<file path="src/rtl/out_alu_control_unit.sv">
// Return path of the ALU datapath: one-entry holding registers for the ADD and
// MUL results, round-robin arbitrated into FIFO_OUT at one word per cycle.
module out_alu_control_unit #(
  parameter int DATA_SIZE      = 16,
  parameter int ID_SIZE        = 8,
  parameter int OPERATION_SIZE = 2,
  parameter int COUNT_WIDTH    = 8,
  parameter int FIFO_OUT_WIDTH = DATA_SIZE + ID_SIZE + OPERATION_SIZE
) (
  input  logic                      clk,
  input  logic                      rst_n,
  input  logic                      a_valid_result,
  input  logic [DATA_SIZE-1:0]      a_result,
  input  logic [ID_SIZE-1:0]        a_id,
  output logic                      a_ready_result,
  input  logic                      m_valid_result,
  input  logic [DATA_SIZE-1:0]      m_result,
  input  logic [ID_SIZE-1:0]        m_id,
  output logic                      m_ready_result,
  input  logic                      full_out,
  output logic                      w_en_out,
  output logic [FIFO_OUT_WIDTH-1:0] fifo_wdata,
  output logic                      op_done,
  output logic [COUNT_WIDTH-1:0]    wr_count
);

  localparam logic [OPERATION_SIZE-1:0] OP_ADD = OPERATION_SIZE'(1);
  localparam logic [OPERATION_SIZE-1:0] OP_MUL = OPERATION_SIZE'(2);

  logic                 a_hold_v, m_hold_v, rr_ptr;
  logic [DATA_SIZE-1:0] a_hold_result, m_hold_result;
  logic [ID_SIZE-1:0]   a_hold_id, m_hold_id;
  logic                 grant_a, grant_m;
  logic                 a_capture, m_capture;

  // Ready depends only on registered state, never on full_out.
  assign a_ready_result = !a_hold_v;
  assign m_ready_result = !m_hold_v;
  assign a_capture      = a_valid_result && a_ready_result;
  assign m_capture      = m_valid_result && m_ready_result;
  assign op_done        = w_en_out;

  // NOTE: every output of a combinational block gets a default before any
  // conditional assignment, otherwise the tool infers a latch.
  always_comb begin
    grant_a    = a_hold_v && (!m_hold_v || !rr_ptr);
    grant_m    = m_hold_v && !grant_a;
    w_en_out   = (a_hold_v || m_hold_v) && !full_out;
    fifo_wdata = '0;
    if (grant_a)      fifo_wdata = {a_hold_result, a_hold_id, OP_ADD};
    else if (grant_m) fifo_wdata = {m_hold_result, m_hold_id, OP_MUL};
  end

  // NOTE: sequential state uses non-blocking assignments so every register
  // samples the pre-edge values regardless of statement order.
  always_ff @(posedge clk or negedge rst_n) begin
    if (!rst_n) begin
      a_hold_v <= 1'b0;
      m_hold_v <= 1'b0;
      rr_ptr   <= 1'b0;
      wr_count <= '0;
    end else begin
      if (a_capture)                 a_hold_v <= 1'b1;
      else if (w_en_out && grant_a)  a_hold_v <= 1'b0;
      if (m_capture)                 m_hold_v <= 1'b1;
      else if (w_en_out && grant_m)  m_hold_v <= 1'b0;
      if (w_en_out)                  wr_count <= wr_count + COUNT_WIDTH'(1);
      // Fairness pointer only moves when there was actual contention.
      if (w_en_out && a_hold_v && m_hold_v) rr_ptr <= !rr_ptr;
    end
  end

  // NOTE: payload registers are deliberately not reset; they are qualified by
  // the hold_v flags, and fifo_wdata is forced to 0 while no hold is valid.
  always_ff @(posedge clk) begin
    if (a_capture) begin
      a_hold_result <= a_result;
      a_hold_id     <= a_id;
    end
    if (m_capture) begin
      m_hold_result <= m_result;
      m_hold_id     <= m_id;
    end
  end

endmodule

</file>
<file path="config.mk">
export PLATFORM = sky130hd
export DESIGN_NAME = out_alu_control_unit
export DESIGN_NICKNAME = d
export VERILOG_FILES = /design/src/rtl/out_alu_control_unit.sv
export SDC_FILE = /design/constraint.sdc
export NUM_CORES = 1
export LEC_CHECK = 0
export CAP_MARGIN = 20
export CELL_PAD_IN_SITES_DETAIL_PLACEMENT = 0
export CELL_PAD_IN_SITES_GLOBAL_PLACEMENT = 1
export CORE_ASPECT_RATIO = 1.2
export CORE_MARGIN = 3
export CORE_UTILIZATION = 36
export DETAILED_ROUTE_END_ITERATION = 6
export PLACE_DENSITY_LB_ADDON = 0.05
export SLEW_MARGIN = 20
export SYNTH_ARGS = -nofsm -noshare
export SYNTH_HDL_FRONTEND = slang
export SYNTH_SLANG_ARGS = --single-unit
</file>
<file path="constraint.sdc">
create_clock -name clk -period 3.1 [get_ports clk]
set_input_delay 0.62 -clock clk [delete_from_list [all_inputs] [get_ports clk]]
set_output_delay 0.62 -clock clk [all_outputs]
set_load 0.005 [all_outputs]
</file>
### Yosys cells after proc, flatten, opt, wreduce, memory -nomap -nowiden

Cells that the tools add are included.

* add/sub/neg operators: 1
* mux-type cells: 6
* reductions and logical operators: 18

Operators by type and width (number)
* two-way mux 26 bit: 2
* logical AND 1 bit: 9
* adder 8 x 1 -> 8 bit (second input constant): 1
* zero test 1 bit: 5
* two-way mux 1 bit: 4
* nonzero test 2 bit: 2
* logical OR 1 bit: 2

* flip-flop bits (word level): 59
* input port bits: 53
* output and inout bits: 38
* logic and storage cells: 33

### Depth between registers and ports, before layout

* depth after elaboration: 8
* mapped depth: 4
* gate-level depth less buffers: 4

### Worst setup path after synthesis

No wires, ideal clock.

* path type: in2reg
* start point: in m_valid_result
* end point: reg m_hold_id[0], enable pin
* library setup time: 409 ps
* data arrival time: 1744 ps
* data required time: 2691 ps
* slack: 947 ps
* stages: 1
* path buffers: 0
* cells stage by stage: nor2b_1

* cells in the longest elaborated chain, start to end: 1

RTL lines
* from (decl): line 16 `input logic m_valid_result,`
* logical AND 1 bit: line 40 `assign m_capture = m_valid_result && m_ready_result;`
* to (signal assigned): line 82 `m_hold_id <= m_id;`
* to (decl): line 32 `logic [ID_SIZE-1:0] a_hold_id, m_hold_id;`

Every way passes these cells.
A chain may end at the register's enable or synchronous reset.

### Worst setup path after layout

* start point: in full_out
* end point: out op_done

* cells in the longest elaborated chain, start to end: 2

RTL lines
* from (decl): line 20 `input logic full_out,`
* zero test 1 bit: line 48 `w_en_out = (a_hold_v || m_hold_v) && !full_out;`
* logical AND 1 bit: line 48
* to (decl): line 23 `output logic op_done,`

Every way passes these cells.

==> results.json <==
{
  "fp-row-count": 31,
  "fp.coreArea_um2": 6130,
  "numPortBuffers": 90,
  "postLayoutCellArea_um2": 3480,
  "grt_pass1_wl_um": 7840,
  "synth_cell_type_count": 22,
  "ys_seq_area_share_pct": 74.3,
  "yosys.area.top_type": "edfxtp_1",
  "path_clk_slew_ps": 60,
  "wl_um": 5040,
  "crit_path_max_incr_delay_ps": 530,
  "vias": 1648,
  "cts_setup_buffers": 0,
  "start_util_pct": 37.7,
  "cts_resized": 0,
  "die_x_um": 79.1,
  "crit_top_cell": "clkdlybuf4s50_1",
  "grt_antenna_before_repair": 0,
  "cts_root_buf": "clkbuf_8",
  "viasPerCell": 4.58,
  "critical_path.endpoint_type": "output pin",
  "slew_headroom_pct": 67.8,
  "wl_per_cell_um": 14.0,
  "setup_tns_ps": 0,
  "cp_cell_sequence": "clkdlybuf4s50_1 > o21bai_2 > inv_1 > clkdlybuf4s50_1",
  "syn_to_final_growth_pct": 50.4,
  "drt_first_iter_violations": 80,
  "synth_nets": 231,
  "outcome": "finished, final reports clean",
  "die_h_um": 93.8,
  "grtUsageTotal_pct": 14.4,
  "cp_data_arrival_time_ps": 2010,
  "avgSynthCellArea_um2": 13.1,
  "netlist_instances": 177,
  "worstMarginPinSlew_ps": 481,
  "setup_viol": 0,
  "placed_cell_area_um2": 3300,
  "crit_path_max_fanout": 6,
  "power_mw": 3.04,
  "synth_ff_type": "edfxtp_1",
  "cts_buffers": 9,
  "pin_count": 91,
  "hold_class": "register to register",
  "crit_path_start_kind": "primary input",
  "min_period_ps": 2630,
  "die-area_um2": 7420,
  "synth_area_leaders": "edfxtp_1 (62%), dfrtp_1 (12%), nand2_1 (8.6%)",
  "synth_top_area_share_pct": 62.4,
  "p_leak_nw": 1.31,
  "drive_gt1_share_pct": 7.55,
  "place_ws_ps": 477,
  "ys_warn_count": 0,
  "gp_congestion": 0.739,
  "cts_sinks": 59,
  "hold_viol": 0,
  "nFillCells": 575,
  "clock_latency_ps": 320,
  "antenna_left": 0,
  "worstSetupPathType": "primary input to output pin",
  "synth_edf_count": 48,
  "ir_worst_vdd_v": 0.000498,
  "crit_slowest_cell": "clkdlybuf4s50_1",
  "max_freq_ghz": 0.380,
  "post-dp-hpwl_um": 3470,
  "grt_pass1_vias": 1659,
  "rsz0062_at_grt": "false",
  "grt_overflow_total": 0,
  "grt_max_degree": 31,
  "synthTopCellsByCount": "nand2_1 (53), edfxtp_1 (48), o21ai_0 (21), dfrtp_1 (11)",
  "fin_skew_ps": 4.08,
  "cts_tree": "done",
  "antenna_cells": 0,
  "first_pass_iters": 4,
  "async_flop_share_pct": 18.6,
  "ys_seq_elements": 59,
  "netlist_area_um2": 2310,
  "power_density_nw_per_um2": 875,
  "final_nets": 328,
  "period_share_pct": 84.9,
  "cap_violations": 0,
  "maxSlewViolCount": 0,
  "postCtsHoldBufs": 0,
  "synth.most_common_cell": "nand2_1",
  "htreeDepth": 3,
  "clockBufferDepth": 2,
  "setup_ws_ps": 467,
  "crit_required_ps": 2480,
  "drc": 0
}
worst max-delay path, delay by kind of cell:
kind / cells / cell delay, ps
buffers and inverters: 3 / 1130
AOI/OAI and AO/OA: 1 / 260
report_power, final:
part / leakage, nW / switching (mW) / internal [mW]
clock: 0.0882 / 0.262 / 0.360
sequential: 0.583 / 0.104 / 1.06
combinational: 0.634 / 0.559 / 0.702
total: 1.31 / 0.925 / 2.12
through the flow:
step | instances | utilization (%) | hold slack, ps
finish | 360 | 56.7 | 473
global route | 360 | 56.7 | 499
CTS | 360 | 56.7 | 477
detailed placement | 345 | 53.9 | 469
global placement | 345 | 53.9 | 457
floorplan | 177 | - | 324
logic make-up (layout without fill, tap and decap cells):
logic type	count (synthesis)	in the layout	share of synthesized area (%)
DFF	59	59	74.3
AOI/OAI and AO/OA	28	28	6.93
and+or+nand+nor	67	67	11.9
adders and majority gates	1	1	0.541
xor gates and xnor gates	8	8	3.03
buffers and inverters	14	115	3.36
final timing paths:
kind	start	cells past startpoint	slack [ps]	endpoint
min in group asynchronous	rst_n	1	620	wr_count[6]
max in group asynchronous	rst_n	1	2150	m_hold_v
worst max-delay path	full_out	4	470	op_done
worst min-delay path	wr_count[7]	1	470	wr_count[7]
worst max register to register	m_hold_v	5	1620	wr_count[6]
worst min register to register	wr_count[7]	1	470	wr_count[7]
routing by layer:
metal  vias to the layer above  wire length (um)  track usage [%]
met4                         0                89             6.45
li1                        802                 -                -
met3                         9               381             4.89
met5                         -                 0                0
met2                        63              2410             22.3
met1                       774              2160             18.1
cells in the final DEF (no fill, tap or decap), drive strengths merged:
master and n:
o21bai 1, clkbuf 11, a21boi 1, nor2 3, nand3 2, clkdlybuf4s50 90, nand2b 1, edfxtp 48
xor2 3, nand2 53, nand4 3, and3 1, nor2b 2, buf 6, bufinv 1, inv 4
xnor2 5, nor3 2, a21oi 1, dfrtp 11, ha 1, o21ai 25, clkinv 3
area by class of cell:
cell class / count / area (um^2) / share of cell area (%)
tap: 82 / 103 / 2.95
clock buffer: 11 / 131 / 3.78
clock inverter: 4 / 42.5 / 1.22
sequential: 59 / 1720 / 49.4
timing repair buffer: 96 / 946 / 27.2
inverter: 4 / 15.0 / 0.432
multi-input combinational: 104 / 522 / 15.0
state kept, by name, summed over array words and instances, names as in the netlist:
name and flops:
a_hold_id 8, rr_ptr 1, a_hold_result 16, m_hold_result 16
wr_count 8, m_hold_v 1, a_hold_v 1, m_hold_id 8
(Power assumes the default switching activity.)
